--- src/rtl/serial_magnitude_compare.sv ---
// rtl/serial_magnitude_compare.sv - MSB-first serial magnitude comparator with held gt/lt/eq flags
module serial_magnitude_compare #(
  parameter int WIDTH = 8
) (
  input  logic clk,
  input  logic reset,
  input  logic start,
  input  logic bit_valid,
  input  logic a_bit,
  input  logic b_bit,
  output logic busy,
  output logic done,
  output logic gt,
  output logic lt,
  output logic eq
);

  localparam int CW = $clog2(WIDTH);
  localparam logic [CW-1:0] LAST = CW'(WIDTH - 1);

  typedef enum logic {IDLE, COMPARE} state_t;

  state_t          state, state_n;
  logic [CW-1:0]   cnt;
  logic            decided, gt_i, lt_i;
  logic            load, accept, last;
  logic            gt_f, lt_f;

  assign busy = (state == COMPARE);

  // The first differing bit pair decides; the result then stays frozen.
  assign gt_f = decided ? gt_i : (a_bit & ~b_bit);
  assign lt_f = decided ? lt_i : (~a_bit & b_bit);

  always_comb begin
    state_n = state;
    load    = 1'b0;
    accept  = 1'b0;
    last    = 1'b0;
    case (state)
      IDLE: begin
        if (start) begin
          state_n = COMPARE;
          load    = 1'b1;
        end
      end
      COMPARE: begin
        accept = bit_valid;
        last   = bit_valid && (cnt == LAST);
        if (last) state_n = IDLE;
      end
      default: state_n = IDLE;
    endcase
  end

  always_ff @(posedge clk) begin
    if (reset) state <= IDLE;
    else       state <= state_n;
  end

  always_ff @(posedge clk) begin
    if (reset) begin
      cnt     <= '0;
      decided <= 1'b0;
      gt_i    <= 1'b0;
      lt_i    <= 1'b0;
      done    <= 1'b0;
      gt      <= 1'b0;
      lt      <= 1'b0;
      eq      <= 1'b0;
    end else begin
      done <= last;
      if (load) begin
        cnt     <= '0;
        decided <= 1'b0;
        gt_i    <= 1'b0;
        lt_i    <= 1'b0;
      end else if (accept) begin
        cnt     <= cnt + CW'(1);
        decided <= decided | (a_bit ^ b_bit);
        gt_i    <= gt_f;
        lt_i    <= lt_f;
      end
      // Result flags move only on the completing edge.
      if (last) begin
        gt <= gt_f;
        lt <= lt_f;
        eq <= ~(gt_f | lt_f);
      end
    end
  end

endmodule

--- config.mk ---
export PLATFORM = sky130hd
export DESIGN_NAME = serial_magnitude_compare
export DESIGN_NICKNAME = d
export VERILOG_FILES = /design/src/rtl/serial_magnitude_compare.sv
export SDC_FILE = /design/constraint.sdc
export NUM_CORES = 1
export LEC_CHECK = 0
export ABC_AREA = 1
export ABC_CLOCK_PERIOD_IN_PS = 1150
export CORE_AREA = 3 3 40 42
export CTS_CLUSTER_SIZE = 16
export DETAILED_ROUTE_END_ITERATION = 8
export DIE_AREA = 0 0 43 45
export GPL_TIMING_DRIVEN = 0
export PLACE_DENSITY = 0.66
export SLEW_MARGIN = 30
export SYNTH_ARGS = -nofsm -noshare
export SYNTH_HDL_FRONTEND = slang
export SYNTH_SLANG_ARGS = --single-unit
--- constraint.sdc ---
create_clock -name clk -period 1.15 [get_ports clk]
set_clock_uncertainty 0.15 [all_clocks]
set_input_delay 0.115 -clock clk [delete_from_list [all_inputs] [get_ports clk]]
set_output_delay 0.115 -clock clk [all_outputs]
set_load 0.01 [all_outputs]
; Yosys cells after proc, flatten, opt, wreduce, memory -nomap -nowiden
; Index checks and enable logic that the tools add are counted.
[word_totals]
regBits = 11
input_bits = 6
out_inout_bits = 5
[op_classes]
n_addsub = 1
n_eq_ne = 1
mux = 8
n_bitwise = 9
reduce_logical = 2
[op_table]
columns = cell, count
row1 = $mux 1, 7
row2 = $not 1->1, 4
row3 = $add 3x1->3 const B, 1
row4 = $eq 3x3->1 const B, 1
row5 = $and 1x1->1, 2
row6 = $or 1x1->1, 2
row7 = $pmux 1 s2, 1
row8 = $reduce_or 2->1, 1
row9 = $logic_and 1x1->1, 1
row10 = $xor 1x1->1, 1

; Depth between registers and ports, before layout
[depth]
depth_word = 5
ltp_mapped = 8

; Worst setup path after synthesis
; No wires, ideal clock.
[synth_timing]
path_kind = register -> register
from = reg cnt[0]
to = reg gt
t_arrival_ps = 1045
t_required_ps = 936
slack_ps = -108
path_stages_with_launch = 8
path_cell_list = dfxtp_1 > ha_1 > ha_1 > nand3_1 > inv_1 > nand2_1 > nand2_1 > nor2_1
[synth_via]
elab_chain_cells = 3
[synth_rtl]
columns = element, line
row1 = "start, declared", 24  ; logic [CW-1:0] cnt;
row2 = "start signal, assigned", 79  ; cnt <= cnt + CW'(1);
row3 = $eq 3x3->1, 49  ; last = bit_valid && (cnt == LAST);
row4 = $logic_and 1x1->1, 49
row5 = $mux 1, 40  ; case (state)
row6 = "end signal, assigned", 86  ; gt <= gt_f;
row7 = "end, declared", 13  ; output logic gt,
; No other way between the ends.
; A chain may end at the register's enable or synchronous reset.

; Final worst setup path
[layout_timing]
from = reg cnt[0]
to = reg eq
[layout_via]
elab_chain_cells = 3
[layout_rtl]
columns = element, line
row1 = $eq 3x3->1, 49
row2 = $logic_and 1x1->1, 49
row3 = $mux 1, 40
row4 = "end signal, assigned", 88  ; eq <= ~(gt_f | lt_f);
row5 = "end, declared", 15  ; output logic eq
; No other way between the ends.

==> results_dict.tcl <==
set metrics [dict create \
    wl_per_cell_um 9.26 \
    syn_area_um2 517 \
    critPathLaunchType "flop" \
    post-route-min-period_ns 1.23 \
    antenna_found_initial 0 \
    drive_gt1_frac 0.264 \
    p_sw_uw 193 \
    grt-busiest-layer "met2" \
    cts_num_sinks 11 \
    p_comb_frac 0.116 \
    rows 13 \
    cts_buffers 3 \
    hold_viol 0 \
    grt_use_met1 0.117 \
    worst_slew_pin_slew_ns 0.338 \
    vias_per_cell 4.35 \
    hold_class "reg -> reg" \
    crit_required_ns 1.17 \
    p_total_uw 757 \
    p_sw_frac 0.255 \
    clk_latency_ns 0.27 \
    grt_pass1_wl_um 1500 \
    fin_nets 102 \
    cts_hold_buf 0 \
    cp-end-kind "flop" \
    cts_max_path_buffers 2 \
    use_met2 0.171 \
    nFillCells 125 \
    drt_iter0_markers 4 \
    most-common-layout-cells "21 x nand2_1, 14 x inv_1, 8 x dfxtp_1, 6 x nor2_1, 5 x clkdlybuf4s50_1" \
    synth_cell_types 12 \
    place.gp.congestion 0.743 \
    fp.coreArea_mm2 0.00128 \
    p_leak_uw 0.000349 \
    syn_to_final_growth_pct 42.4 \
    place.port_buffers 10 \
    placed_cell_area_um2 676 \
    layout.cells.most_common "nand2_1" \
    tritoncts "done" \
    worst_slack_ns -0.0788 \
    crit_fanout 5 \
    num_vias 461 \
    violations "setup timing" \
    pwr-share-clk 0.360 \
    dieArea_mm2 0.00194 \
    ant_nets 0 \
    drc 0 \
    design_area_um2 736 \
    io-pin-count 11 \
    max-cap-violations 0 \
    ys_ff_latch 11 \
    clk_pin_slew_worst_paths_ns 0.08 \
    slew_viol_final 0 \
    power.internal_uw 564 \
    met3_usage 0.0359 \
    power_frac_seq 0.524 \
    seq_area_um2 226 \
    rsz0062_at_grt "true" \
    dp_hpwl_um 643 \
    grt_max_degree 11 \
    synth_cells 73 \
    ir_drop_mv 0.455 \
    setup-violations-final 4 \
    worstPathArrival_ns 1.25 \
    track_usage 0.110 \
    grt_overflow 0 \
    relSlewSlack 0.772 \
    ys_seq_area_frac 0.426 \
    die_w_um 43 \
    root_buffer "clkbuf_4" \
    wl_um 982 \
    synth.avg_cell_area_um2 7.08 \
    multi_input_area_um2 292 \
    power.density_mw_per_mm2 1030 \
    htreeDepth 1 \
    finalCritPeriodShare 1.07 \
    initial_utilization 0.402 \
    critical_path_class "reg -> reg" \
    grt_pass1_vias 399 \
    n_antenna_cell 0 \
    timing.fmax_ghz 0.814 \
    syn_nets 83 \
    status "finished with violations" \
    drt_first_pass_iters 4 \
    synth_warnings 0 \
    die_h_um 45 \
]
-- synth_stat cells --
cell type  instances  area (um2)
ha_1               4        50.1
nand3_1            3        15.0
or2_1              1        6.26
o21ai_0            2        10.0
a21oi_1            4        20.0
dfxtp_1           11         220
nor2_1             7        26.3
a21oi_2            2        17.5
inv_1             15        56.3
nor2_2             1        6.26
nand2_1           22        82.6
nand2_2            1        6.26
-- worst max-delay path, cell delays in order, from the launching register on --
cell,delay (ns)
dfxtp_2,0.36
ha_4,0.14
ha_4,0.12
nand3_4,0.10
buf_4,0.15
nand3_1,0.05
nand2_1,0.05
-- power by group through the flow --
stage,Sequential [uW],Clock [uW],Combinational (uW)
finish,397,272,88.1
global route,398,297,101
CTS,398,282,82.8
detailed placement,406,0,80.3
global placement,406,0,80.0
floorplan,406,0,43.8
-- per-layer routing --
metal	part of all wire	wire, um	up-vias
met5	0	0	-
met3	0.059	58	5
li1	-	-	258
met4	0.041	40	0
met2	0.46	447	10
met1	0.44	436	188
-- path summary, 6_finish.rpt --
kind / cells after the start / from / to / slack, ns
worst max-delay path: 6 / cnt[0] / eq / -0.08
worst min-delay path: 2 / eq / eq / 0.32
worst max register to register: 6 / cnt[0] / eq / -0.08
worst min register to register: 2 / eq / eq / 0.32
-- sequential cells by signal, summed over array words and instances, names as in the netlist --
| signal | cells |
|---|---|
| busy | 1 |
| cnt | 3 |
| decided | 1 |
| done | 1 |
| eq | 1 |
| gt | 1 |
| gt_i | 1 |
| lt | 1 |
| lt_i | 1 |
-- timing repair --
item / 4_1_cts / 5_1_grt
gates resized for setup: 8 / 12
setup endpoints to repair: 11 / 13
buffers inserted: 1 / 3
gates cloned: 0 / 0
endpoints found under the hold margin: 0 / 0
pin swaps: 3 / 4
-- logic make-up (layout without fill, tap and decap cells) --
family	after synthesis	after routing	share of synthesized area
fa+ha+maj	4	4	0.0969
simple gates	35	35	0.276
compound gates	8	8	0.0920
flops	11	11	0.426
buf+inv	15	33	0.109
-- layout make-up --
| cell class | count | area share |
|---|---|---|
| Clock buffer | 4 | 0.0357 |
| Tap cell | 15 | 0.0255 |
| Timing Repair Buffer | 14 | 0.155 |
| Sequential cell | 11 | 0.308 |
| Inverter | 15 | 0.0799 |
| Multi-Input combinational cell | 47 | 0.396 |
-- metrics by stage --
stage                     hold slack (ns)  setup slack (ns)  instances  utilization   TNS, ns
after detailed placement            0.311            -0.263         98        0.526     -2.08
after floorplan                    0.0383          -0.00903         73            -  -0.00903
after global placement              0.312            -0.255         98        0.526     -1.97
after global routing                0.336            -0.106        106        0.573    -0.439
final                               0.318           -0.0788        106        0.573    -0.196
after CTS                           0.319           -0.0572        103        0.549    -0.149
Power figures use the tool's default switching activity.
